### src/rtl/bus_targets_pkg.sv
// Shared definitions for the CPU bus decoder/responder pair.
// Holds the fixed decoder target ordering, the default set of handshake
// targets, the responder state encoding and the responder counter widths.
package bus_targets_pkg;

  // Decoder target indices; the address decoder uses the same ordering.
  localparam int unsigned RAM        = 0;
  localparam int unsigned VDP        = 1;
  localparam int unsigned STATUS     = 2;
  localparam int unsigned DSP        = 3;
  localparam int unsigned PAD        = 4;
  localparam int unsigned COP_RAM    = 5;
  localparam int unsigned BOOTLOADER = 6;
  localparam int unsigned FLASH      = 7;

  localparam int unsigned NUM_TARGETS = 8;
  localparam int unsigned DATA_W      = 32;

  // Flash, dsp and vdp drive their own ready; everything else is fixed-wait.
  localparam logic [NUM_TARGETS-1:0] DEFAULT_HANDSHAKE_MASK = 8'b1000_1010;

  localparam int unsigned WAIT_CNT_W = 4;
  localparam int unsigned TMO_CNT_W  = 8;

  typedef enum logic [1:0] {
    ST_IDLE       = 2'd0,
    ST_WAIT_FIXED = 2'd1,
    ST_WAIT_HS    = 2'd2,
    ST_ACK        = 2'd3
  } state_t;

endpackage

### src/rtl/cpu_bus_responder_if.sv
// Decoder-side bus bundle seen by the CPU bus responder.
//   target_sel    : one-hot target enables from the address decoder
//   target_rdata  : packed per-target read data, target i at [32*i +: 32]
//   target_ready  : per-target ready pulses (handshake targets only)
//   cpu_mem_ready : one-cycle acknowledge to the CPU
//   cpu_rdata     : read data returned with the acknowledge
//   bus_error     : sticky error flag
//   busy          : responder is not idle
// master = decoder/targets side, slave = responder.
interface cpu_bus_responder_if #(
  parameter int unsigned NUM_TARGETS = bus_targets_pkg::NUM_TARGETS
);

  logic [NUM_TARGETS-1:0]    target_sel;
  logic [32*NUM_TARGETS-1:0] target_rdata;
  logic [NUM_TARGETS-1:0]    target_ready;
  logic                      cpu_mem_ready;
  logic [31:0]               cpu_rdata;
  logic                      bus_error;
  logic                      busy;

  modport master (
    output target_sel,
    output target_rdata,
    output target_ready,
    input  cpu_mem_ready,
    input  cpu_rdata,
    input  bus_error,
    input  busy
  );

  modport slave (
    input  target_sel,
    input  target_rdata,
    input  target_ready,
    output cpu_mem_ready,
    output cpu_rdata,
    output bus_error,
    output busy
  );

endinterface

### src/rtl/bus_wait_timer.sv
// Wait-state and watchdog counters for the CPU bus responder.
//   clk, reset : clock and synchronous active-low reset
//   load       : load the wait down-counter with load_val
//   dec        : decrement the wait down-counter (stops at zero)
//   clr        : clear the watchdog up-counter
//   inc        : increment the watchdog up-counter (saturates, never wraps)
//   done       : wait down-counter is zero
//   expired    : watchdog up-counter has reached TIMEOUT_CYCLES-1
module bus_wait_timer
  import bus_targets_pkg::*;
#(
  parameter int unsigned TIMEOUT_CYCLES = 255
) (
  input  logic                  clk,
  input  logic                  reset,
  input  logic                  load,
  input  logic [WAIT_CNT_W-1:0] load_val,
  input  logic                  dec,
  input  logic                  clr,
  input  logic                  inc,
  output logic                  done,
  output logic                  expired
);

  localparam logic [TMO_CNT_W-1:0] TMO_LAST = TMO_CNT_W'(TIMEOUT_CYCLES - 1);

  logic [WAIT_CNT_W-1:0] wait_cnt;
  logic [TMO_CNT_W-1:0]  tmo_cnt;

  // Both counters; load/clear take priority over counting.
  always_ff @(posedge clk) begin
    if (!reset) begin
      wait_cnt <= '0;
      tmo_cnt  <= '0;
    end else begin
      if (load) begin
        wait_cnt <= load_val;
      end else if (dec && (wait_cnt != '0)) begin
        wait_cnt <= wait_cnt - WAIT_CNT_W'(1);
      end

      if (clr) begin
        tmo_cnt <= '0;
      end else if (inc && (tmo_cnt != '1)) begin
        tmo_cnt <= tmo_cnt + TMO_CNT_W'(1);
      end
    end
  end

  assign done    = (wait_cnt == '0);
  assign expired = (tmo_cnt == TMO_LAST);

endmodule

### src/rtl/cpu_bus_responder.sv
// CPU bus responder: turns the decoder's one-hot target enables and the
// targets' read data / ready signals into a single registered
// cpu_mem_ready / cpu_rdata response. Fixed-wait targets are acknowledged
// after FIXED_WAIT cycles; handshake targets are waited on under a watchdog
// that forces an ERROR_RDATA acknowledge if ready never arrives.
//   clk   : system clock
//   reset : synchronous active-low reset
//   bus   : decoder/target bundle (slave modport), see cpu_bus_responder_if
module cpu_bus_responder #(
  parameter int unsigned             NUM_TARGETS    = bus_targets_pkg::NUM_TARGETS,
  parameter logic [NUM_TARGETS-1:0]  HANDSHAKE_MASK = bus_targets_pkg::DEFAULT_HANDSHAKE_MASK,
  parameter int unsigned             FIXED_WAIT     = 1,
  parameter int unsigned             TIMEOUT_CYCLES = 255,
  parameter logic [31:0]             ERROR_RDATA    = 32'hDEAD_BEEF
) (
  input  logic               clk,
  input  logic               reset,
  cpu_bus_responder_if.slave bus
);

  import bus_targets_pkg::state_t;
  import bus_targets_pkg::ST_IDLE;
  import bus_targets_pkg::ST_WAIT_FIXED;
  import bus_targets_pkg::ST_WAIT_HS;
  import bus_targets_pkg::ST_ACK;
  import bus_targets_pkg::WAIT_CNT_W;

  localparam int unsigned IDX_W = (NUM_TARGETS > 1) ? $clog2(NUM_TARGETS) : 1;
  localparam logic [WAIT_CNT_W-1:0] FIXED_LOAD =
    (FIXED_WAIT > 0) ? WAIT_CNT_W'(FIXED_WAIT - 1) : '0;

  state_t           state;
  logic [IDX_W-1:0] cur_idx;
  logic             mem_ready_q;
  logic [31:0]      rdata_q;
  logic             bus_error_q;
  logic             busy_q;

  logic             sel_any;
  logic             sel_multi;
  logic [IDX_W-1:0] sel_idx;
  logic             sel_hs;
  logic             cur_ready;
  logic [IDX_W-1:0] mux_idx;
  logic [31:0]      rdata_arr [NUM_TARGETS];
  logic [31:0]      mux_rdata;

  logic             tmr_load;
  logic             tmr_dec;
  logic             tmr_clr;
  logic             tmr_inc;
  logic             tmr_done;
  logic             tmr_expired;

  // Request decode, read-data mux and timer controls.
  always_comb begin
    sel_any   = |bus.target_sel;
    sel_multi = ($countones(bus.target_sel) > 1);

    // Lowest set index wins when the decoder presents several enables.
    sel_idx = '0;
    for (int i = int'(NUM_TARGETS) - 1; i >= 0; i--) begin
      if (bus.target_sel[i]) begin
        sel_idx = IDX_W'(i);
      end
    end

    sel_hs    = HANDSHAKE_MASK[sel_idx];
    cur_ready = bus.target_ready[cur_idx] & HANDSHAKE_MASK[cur_idx];

    // Zero-wait fixed targets are captured straight out of IDLE.
    mux_idx = (state == ST_IDLE) ? sel_idx : cur_idx;
    for (int i = 0; i < int'(NUM_TARGETS); i++) begin
      rdata_arr[i] = bus.target_rdata[32*i +: 32];
    end
    mux_rdata = rdata_arr[mux_idx];

    tmr_load = (state == ST_IDLE) && sel_any && !sel_hs;
    tmr_clr  = (state == ST_IDLE);
    tmr_dec  = (state == ST_WAIT_FIXED);
    tmr_inc  = (state == ST_WAIT_HS) && !cur_ready;
  end

  bus_wait_timer #(
    .TIMEOUT_CYCLES(TIMEOUT_CYCLES)
  ) u_timer (
    .clk     (clk),
    .reset   (reset),
    .load    (tmr_load),
    .load_val(FIXED_LOAD),
    .dec     (tmr_dec),
    .clr     (tmr_clr),
    .inc     (tmr_inc),
    .done    (tmr_done),
    .expired (tmr_expired)
  );

  // Responder FSM with registered outputs; cpu_rdata only moves at capture.
  always_ff @(posedge clk) begin
    if (!reset) begin
      state       <= ST_IDLE;
      cur_idx     <= '0;
      mem_ready_q <= 1'b0;
      rdata_q     <= '0;
      bus_error_q <= 1'b0;
      busy_q      <= 1'b0;
    end else begin
      mem_ready_q <= 1'b0;
      case (state)
        ST_IDLE: begin
          if (sel_any) begin
            cur_idx <= sel_idx;
            busy_q  <= 1'b1;
            if (sel_multi) begin
              bus_error_q <= 1'b1;
            end
            if (sel_hs) begin
              state <= ST_WAIT_HS;
            end else if (FIXED_WAIT == 0) begin
              rdata_q     <= mux_rdata;
              mem_ready_q <= 1'b1;
              state       <= ST_ACK;
            end else begin
              state <= ST_WAIT_FIXED;
            end
          end
        end

        ST_WAIT_FIXED: begin
          if (tmr_done) begin
            rdata_q     <= mux_rdata;
            mem_ready_q <= 1'b1;
            state       <= ST_ACK;
          end
        end

        // Ready takes priority over expiry on the same cycle.
        ST_WAIT_HS: begin
          if (cur_ready) begin
            rdata_q     <= mux_rdata;
            mem_ready_q <= 1'b1;
            state       <= ST_ACK;
          end else if (tmr_expired) begin
            rdata_q     <= ERROR_RDATA;
            bus_error_q <= 1'b1;
            mem_ready_q <= 1'b1;
            state       <= ST_ACK;
          end
        end

        // Enables still show the finished request here, so they are ignored.
        ST_ACK: begin
          busy_q <= 1'b0;
          state  <= ST_IDLE;
        end

        default: begin
          busy_q <= 1'b0;
          state  <= ST_IDLE;
        end
      endcase
    end
  end

  assign bus.cpu_mem_ready = mem_ready_q;
  assign bus.cpu_rdata     = rdata_q;
  assign bus.bus_error     = bus_error_q;
  assign bus.busy          = busy_q;

endmodule
### src/flat_wrapper.sv
// flat-port wrapper written by rule: the top's interface ports become plain ports
module cpu_bus_responder_flat import bus_targets_pkg::state_t; import bus_targets_pkg::ST_IDLE; import bus_targets_pkg::ST_WAIT_FIXED; import bus_targets_pkg::ST_WAIT_HS; import bus_targets_pkg::ST_ACK; import bus_targets_pkg::WAIT_CNT_W;
#(
  parameter int unsigned             NUM_TARGETS    = bus_targets_pkg::NUM_TARGETS,
  parameter logic [NUM_TARGETS-1:0]  HANDSHAKE_MASK = bus_targets_pkg::DEFAULT_HANDSHAKE_MASK,
  parameter int unsigned             FIXED_WAIT     = 1,
  parameter int unsigned             TIMEOUT_CYCLES = 255,
  parameter logic [31:0]             ERROR_RDATA    = 32'hDEAD_BEEF
)
  (clk, reset, bus_target_sel, bus_target_rdata, bus_target_ready, bus_cpu_mem_ready, bus_cpu_rdata, bus_bus_error, bus_busy);
  cpu_bus_responder_if #(.NUM_TARGETS(NUM_TARGETS)) bus_i ();
  input  logic clk;
  input  logic reset;
  input wire logic [$bits(bus_i.target_sel)-1:0] bus_target_sel;
  input wire logic [$bits(bus_i.target_rdata)-1:0] bus_target_rdata;
  input wire logic [$bits(bus_i.target_ready)-1:0] bus_target_ready;
  output wire logic [$bits(bus_i.cpu_mem_ready)-1:0] bus_cpu_mem_ready;
  output wire logic [$bits(bus_i.cpu_rdata)-1:0] bus_cpu_rdata;
  output wire logic [$bits(bus_i.bus_error)-1:0] bus_bus_error;
  output wire logic [$bits(bus_i.busy)-1:0] bus_busy;
  assign bus_i.target_sel = bus_target_sel;
  assign bus_i.target_rdata = bus_target_rdata;
  assign bus_i.target_ready = bus_target_ready;
  assign bus_cpu_mem_ready = bus_i.cpu_mem_ready;
  assign bus_cpu_rdata = bus_i.cpu_rdata;
  assign bus_bus_error = bus_i.bus_error;
  assign bus_busy = bus_i.busy;
  cpu_bus_responder #(.NUM_TARGETS(NUM_TARGETS), .HANDSHAKE_MASK(HANDSHAKE_MASK), .FIXED_WAIT(FIXED_WAIT), .TIMEOUT_CYCLES(TIMEOUT_CYCLES), .ERROR_RDATA(ERROR_RDATA)) u_core (.clk(clk), .reset(reset), .bus(bus_i));
endmodule
### config.mk
export PLATFORM = sky130hd
export DESIGN_NAME = cpu_bus_responder_flat
export DESIGN_NICKNAME = d
export VERILOG_FILES = /design/src/rtl/bus_targets_pkg.sv /design/src/rtl/cpu_bus_responder_if.sv /design/src/rtl/bus_wait_timer.sv /design/src/rtl/cpu_bus_responder.sv /design/src/flat_wrapper.sv
export SDC_FILE = /design/constraint.sdc
export NUM_CORES = 1
export LEC_CHECK = 0
export CORE_MARGIN = 5
export CORE_UTILIZATION = 42
export CTS_BUF_LIST = sky130_fd_sc_hd__clkbuf_4
export DETAILED_ROUTE_END_ITERATION = 10
export GPL_TIMING_DRIVEN = 0
export PLACE_DENSITY = 0.89
export RECOVER_POWER = 100
export SLEW_MARGIN = 30
export SYNTH_ARGS = -nofsm -noshare
export SYNTH_HDL_FRONTEND = slang
export SYNTH_SLANG_ARGS = --single-unit
export TNS_END_PERCENT = 50
### constraint.sdc
create_clock -name clk -period 5.8 [get_ports clk]
set_input_delay 1.16 -clock clk [delete_from_list [all_inputs] [get_ports clk]]
set_output_delay 1.16 -clock clk [all_outputs]
set_load 0.02 [all_outputs]
==> impl_results.md, run 1 <==
- Min-delay worst type: flip-flop to flip-flop
- Row count: 40
- Clock share of power: 0.080
- Total clock sinks: 53
- First-pass GRT wire length: roughly 38000 um
- Post-DP Area: 8470 sq um
- Synth Flop Type: dfxtp_1
- Largest net degree at the start of global routing: 19
- EDFF count, synth: 0
- Clock tree buffer depth: 2
- Clk slew on worst S/H paths: about 180 ps
- Layout cells sized above 1: 0.0353
- Die area: roughly 15000 sq um
- Htree depth: 2
- Worst R2R Start: u_core.state[0]
- Residual DRC count: 0
- GRT Residual Overflow: 0
- Power share of the combinational group: 0.711
- Setup slack, reg-to-reg: ~2700 ps
- Syn_nets: around 1100
- R2r endpoint: u_core.bus.cpu_rdata[20]
- Die height: 121 um
- ANT nets after route: 0
- Max Cap Viol: 0
- Max VDD drop: between 0.15 and 0.2 mV
- CTS tree: yes
- Critical path arrival: between 4000 and 5000 ps
- Count of final setup violators: 0
- Max_slew headroom: 0.408
- Final min period: between 4000 and 5000 ps
- CTS Hold Buffers Added: 0
- Post_cts resized: 0
- Total power: approximately 2.5 mW
- Final max-slew violation count: 0
- Setup Skew: approximately 13 ps
- Max FO, Critical Path: 8
- Avg WL per Cell: about 21 um
- Critical path origin: bus_target_sel[0]
- CP startpoint kind: input pin
- Iter 0 DRT Violations: 712
- Num CTS Buffers: 5
- Crit share post-route: 0.759
- Starting Density: 0.429
- Leakage: between 3 and 4 nW
- Drt total wl: about 26000 um
- Register area share after synthesis: 0.205
- Synth cell types: 60
- Post-synthesis instance total: 762
- Setup Fix Bufs, Post-CTS: 0
- Mean Syn Cell Area: a little under 7 sq um
- Global placement routability congestion: between 1 and 1.5
- Flops & latches, synth: 53
- Vias in the first global route: 7401
- Final count of hold timing violations: 0
- Synth async-reset ratio: 0
- Slew @ Worst Pin: about 880 ps
- Critical path class: input pin to flip-flop
- Routed vias: 7475
- Initial antenna violation count: 4
- R2R depth: 11
- Die X: around 120 um
- Via density: roughly 6
- Final cell count without fillers: 1250
- Sw Ratio: 0.509
- Finished Core Util: 0.707
- Critical Path RT: approximately 6200 ps
- Area Overhead vs Synth: 64.9%
- # nets final: ~1400
- RSZ-0062 raised after global routing: no
- IO Pins: ~310
- Yosys warns: 0
- Global Route Usage Sum: 0.330
- Core box area: between 10000 and 15000 sq um
- Placed cell count: between 1000 and 1500
- Final instance area: 8530 sq um
- # port buffers: about 310
- Clk_lat worst skew: 410 ps
- Highest clock rate: 227 MHz
- Mapped cell area: roughly 5200 sq um
- Flop pwr share: 0.209
- Power Internal: roughly 1.2 mW
- PwrDens: between 200 and 300 nW/um^2
- Dpl hpwl: ~21000 um
- CP endpoint kind: flip-flop
- CTS root buf: clkbuf_4
- Post-route setup TNS: 0 ps
- Status: finished clean
- TritonRoute pass-1 iters: 5
- Psw: approximately 1.2 mW
- CP Capture Point: u_core.bus.bus_error
layout by cell type, fill, tap and decap left out, types with 3 or more instances in the layout:
cell / Yosys / routed
nor2_1: 24 / 24
nand3_1: 124 / 124
clkbuf_4: 0 / 5
dfxtp_1: 53 / 53
xor2_1: 3 / 3
buf_6: 3 / 3
xnor2_1: 4 / 4
clkdlybuf4s50_1: 0 / 270
mux2i_1: 18 / 18
o22ai_1: 24 / 24
nand2_1: 39 / 39
buf_2: 12 / 10
a21oi_1: 77 / 78
dlygate4sd3_1: 0 / 38
nand4_1: 50 / 50
nand2b_1: 7 / 7
ha_1: 19 / 19
diode_2: 0 / 4
nor3_1: 28 / 28
clkbuf_1: 60 / 63
o21ai_1: 22 / 20
fa_1: 4 / 4
a211o_1: 8 / 8
inv_1: 24 / 24
o21ai_0: 81 / 84
a211oi_1: 31 / 31
power by group through the flow:
stage	Sequential, mW	Clock [mW]	Combinational [mW]
floorplan	0.599	0	0.973
global placement	0.519	0	1.71
detailed placement	0.522	0	1.74
CTS	0.514	0.195	1.75
global route	0.521	0.207	1.88
finish	0.513	0.196	1.74
layer usage:
layer	up-vias	global-route usage	part of all wire
met2	521	0.590	0.48
li1	3493	-	-
met4	2	0.178	0.064
met1	3346	0.354	0.34
met5	-	0	0.00050
met3	113	0.0848	0.12
worst min path at each step:
stage,slack (ps),cells past startpoint,startpoint,endpoint
2_1_floorplan,450,2,u_core.u_timer.wait_cnt[2],u_core.u_timer.wait_cnt[2]
3_3_place_gp,440,1,u_core.bus.cpu_rdata[8],u_core.bus.cpu_rdata[8]
3_5_place_dp,450,1,u_core.bus.cpu_rdata[14],u_core.bus.cpu_rdata[14]
4_1_cts,490,1,u_core.bus.cpu_rdata[14],u_core.bus.cpu_rdata[14]
5_1_grt,510,1,u_core.bus.cpu_rdata[24],u_core.bus.cpu_rdata[24]
6_report,480,1,u_core.bus.cpu_rdata[14],u_core.bus.cpu_rdata[14]
synthesized netlist by cell type, types with 3 or more instances:
cell type	instances	area share
nor3_1	28	0.027
xor2_1	3	0.0051
ha_1	19	0.046
a21oi_1	77	0.074
dfxtp_1	53	0.21
nor2_1	24	0.017
o21ai_0	81	0.078
inv_1	24	0.017
nand2_1	39	0.028
buf_6	3	0.0065
buf_2	12	0.012
mux2i_1	18	0.035
nand3_1	124	0.12
o21ai_1	22	0.021
a211oi_1	31	0.045
xnor2_1	4	0.0068
o22ai_1	24	0.029
nand4_1	50	0.060
fa_1	4	0.015
a211o_1	8	0.014
clkbuf_1	60	0.044
nand2b_1	7	0.0085
worst max-delay path, stage by stage:
cell	delay [ps]
dlygate4sd3_1	750
inv_1	120
ha_1	300
inv_1	50
fa_1	410
inv_1	90
fa_1	420
ha_1	210
inv_1	60
fa_1	400
and3b_1	200
o21ai_0	210
o21ai_0	120
a21oi_1	150
o21a_1	120
metrics by stage:
stage | hold WS, ps | worst slack [ps]
3_5_place_dp | 450 | 1030
3_3_place_gp | 442 | 1070
6_report | 478 | 1400
5_1_grt | 509 | 1200
4_1_cts | 488 | 1460
2_1_floorplan | 453 | 1970
sequential cells by signal, indices dropped and copies added (netlist names), named ones only:
| register | cells |
|---|---|
| u_core.u_timer.tmo_cnt | 8 |
| u_core.bus.cpu_rdata | 32 |
| u_core.bus.bus_error | 1 |
| u_core.state | 2 |
| u_core.bus.busy | 1 |
| u_core.u_timer.wait_cnt | 4 |
| u_core.bus.cpu_mem_ready | 1 |
| u_core.cur_idx | 3 |
cells by family after synthesis:
family	after synthesis	synth area share
mux	21	0.0435
buf+inv	102	0.0820
xor+xnor	7	0.0118
fa+ha+maj	23	0.0614
compound gates	266	0.307
flops	53	0.205
simple gates	290	0.289
layout make-up:
type / instances / area [sq um]
well taps: 168 / 210
clock inverters: 3 / 26.3
repair buffers: 308 / 3080
multi-input cells: 607 / 3680
diodes: 4 / 10.0
inverters: 24 / 90.1
flip-flops and latches: 53 / 1060
fillers: 1047 / 3530
clock buffers: 5 / 37.5
plain buffers: 78 / 332
No activity file was read; power rests on OpenSTA's default activity.
==> run 2, diff against run 1 <==
Settings changed: CORE_UTILIZATION 42 to 36, PLACE_DENSITY 0.89 to 0.81.
Clock period 5.8 ns to 3.8 ns, I/O delays scaled along.
==> impl_results.md, run 2 (same netlist as run 1, synthesis figures left out) <==
- Htree depth: 2 (unchanged)
- ANT nets after route: 0 (unchanged)
- Area Overhead vs Synth: 65.2% (was 64.9%)
- Finished Core Util: 0.611 (was 0.707)
- Leakage: 3.33 nW (was 3.32 nW)
- Avg WL per Cell: 20.2 um (was 20.6 um)
- Die area: 16900 sq um (was 14600 sq um)
- Drt total wl: 25400 um (was 25800 um)
- Clock tree buffer depth: 2 (unchanged)
- Final count of hold timing violations: 0 (unchanged)
- Num CTS Buffers: 5 (unchanged)
- Commonest non-fill, non-tap cells in the layout: clkdlybuf4s50_1 (267), nand3_1 (124), o21ai_0 (83) (was clkdlybuf4s50_1 (270), nand3_1 (124), o21ai_0 (84))
- Initial antenna violation count: 2 (was 4)
- Count of final setup violators: 0 (unchanged)
- Core box area: 14000 sq um (was 12100 sq um)
- Layout cells sized above 1: 0.0343 (was 0.0353)
- Residual DRC count: 0 (unchanged)
- Global placement routability congestion: 0.973 (was 1.01)
- Largest net degree at the start of global routing: 19 (unchanged)
- Die height: 130 um (was 121 um)
- CP endpoint kind: flip-flop (unchanged)
- # port buffers: 308 (unchanged)
- Iter 0 DRT Violations: 575 (was 712)
- CTS Hold Buffers Added: 0 (unchanged)
- Final max-slew violation count: 0 (unchanged)
- Critical path class: input pin to flip-flop (unchanged)
- Global Route Usage Sum: 0.284 (was 0.330)
- Total clock sinks: 53 (unchanged)
- Max_slew headroom: 0.336 (was 0.408)
- CTS tree: yes (unchanged)
- Starting Density: 0.370 (was 0.429)
- Critical Path RT: 4160 ps (was 6170 ps)
- Row count: 43 (was 40)
- Via density: 5.81 (was 5.98)
- Min-delay worst type: flip-flop to flip-flop (unchanged)
- Crit share post-route: 0.979
- Highest clock rate: ~270 MHz
- Post-route setup TNS: 0 ps (unchanged)
- Routed vias: 7326 (was 7475)
- RSZ-0062 raised after global routing: no (unchanged)
- TritonRoute pass-1 iters: 5 (unchanged)
- Max Cap Viol: 0 (unchanged)
- Clk slew on worst S/H paths: 180 ps (about the same)
- Most common cell after layout, fill and taps aside: clkdlybuf4s50_1 (unchanged)
- Status: finished clean (unchanged)
- Critical path arrival: 4080 ps (was 4770 ps)
- CTS root buf: clkbuf_4 (unchanged)
- CP startpoint kind: input pin (unchanged)
- Max reg flops: 32 (unchanged)
- Setup Skew: 33.2 ps (was 13.1 ps)
- # nets final: 1375 (was 1374)
- Max VDD drop: 0.202 mV (was 0.172 mV)
- Max FO, Critical Path: 5 (was 8)
- Dpl hpwl: 21100 um (was 21000 um)
- Die X: 130 um (was 121 um)
- IO Pins: 309 (unchanged)
- First-pass GRT wire length: 37500 um (was 38100 um)
- PwrDens: 436 nW/um^2 (was 287 nW/um^2)
- Clk_lat worst skew: 420 ps (was 410 ps)
- Vias in the first global route: 7207 (was 7401)
- GRT Residual Overflow: 0 (unchanged)
- Final min period: approximately 3700 ps
- Slew @ Worst Pin: 986 ps (was 879 ps)
-- run 2: layout make-up --
class | count | area, sq um
Timing Repair Buffer | 309 | 3090
Sequential cell | 53 | 1060
Multi-Input combinational cell | 607 | 3680
Antenna cell | 2 | 5.00
Inverter | 24 | 90.1
Buffer | 78 | 338
Tap cell | 180 | 225
Clock inverter | 3 | 26.3
Clock buffer | 5 | 37.5
Fill cell | 1325 | 5440
-- run 2: report_power, final --
part           switching, mW  internal (mW)  total (mW)
Sequential            0.0763          0.695       0.772
Combinational           1.59           1.07        2.66
Clock                  0.219         0.0766       0.296
-- run 2: worst paths after layout --
check / start / endpoint / depth (start not counted) / slack, ps
worst min register to register: u_core.bus.cpu_rdata[4] / u_core.bus.cpu_rdata[4] / 1 / 480
worst min-delay path: u_core.bus.cpu_rdata[4] / u_core.bus.cpu_rdata[4] / 1 / 480
worst max-delay path: bus_target_sel[5] / u_core.bus.bus_error / 15 / 80
worst max register to register: u_core.state[0] / u_core.bus.cpu_rdata[29] / 11 / 680
-- run 2: stage by stage --
step / cells / setup WS (ps) / cell area, sq um / total power, mW / hold WS (ps)
2_1_floorplan: 762 / 367 / 5170 / 2.40 / 453
3_3_place_gp: 1250 / -528 / 8480 / 3.43 / 443
3_5_place_dp: 1250 / -566 / 8480 / 3.46 / 449
4_1_cts: 1258 / 9.67 / 8550 / 3.76 / 489
5_1_grt: 1261 / 9.21 / 8550 / 3.99 / 511
6_report: 1261 / 80.7 / 8550 / 3.73 / 477
-- run 2: what timing repair did --
item                                    in CTS  in global routing
gates resized for setup                      5                  2
setup buffers                                0                  1
endpoints found under the setup margin       1                  1
-- run 2: critical path: stages --
cell	delay [ps]
clkdlybuf4s50_1	590
inv_1	90
ha_1	280
inv_1	50
fa_1	360
inv_1	80
fa_1	430
ha_1	210
inv_1	60
fa_1	400
and3b_1	210
o21ai_1	160
o21ai_0	110
a21oi_1	170
o21a_1	120
-- run 2: metal layers --
metal	track usage	vias to the layer above	wire [um]
met5	0	-	0
met4	0.103	0	962
met3	0.0733	63	2790
met2	0.528	402	12600
met1	0.311	3368	9080
li1	-	3493	-
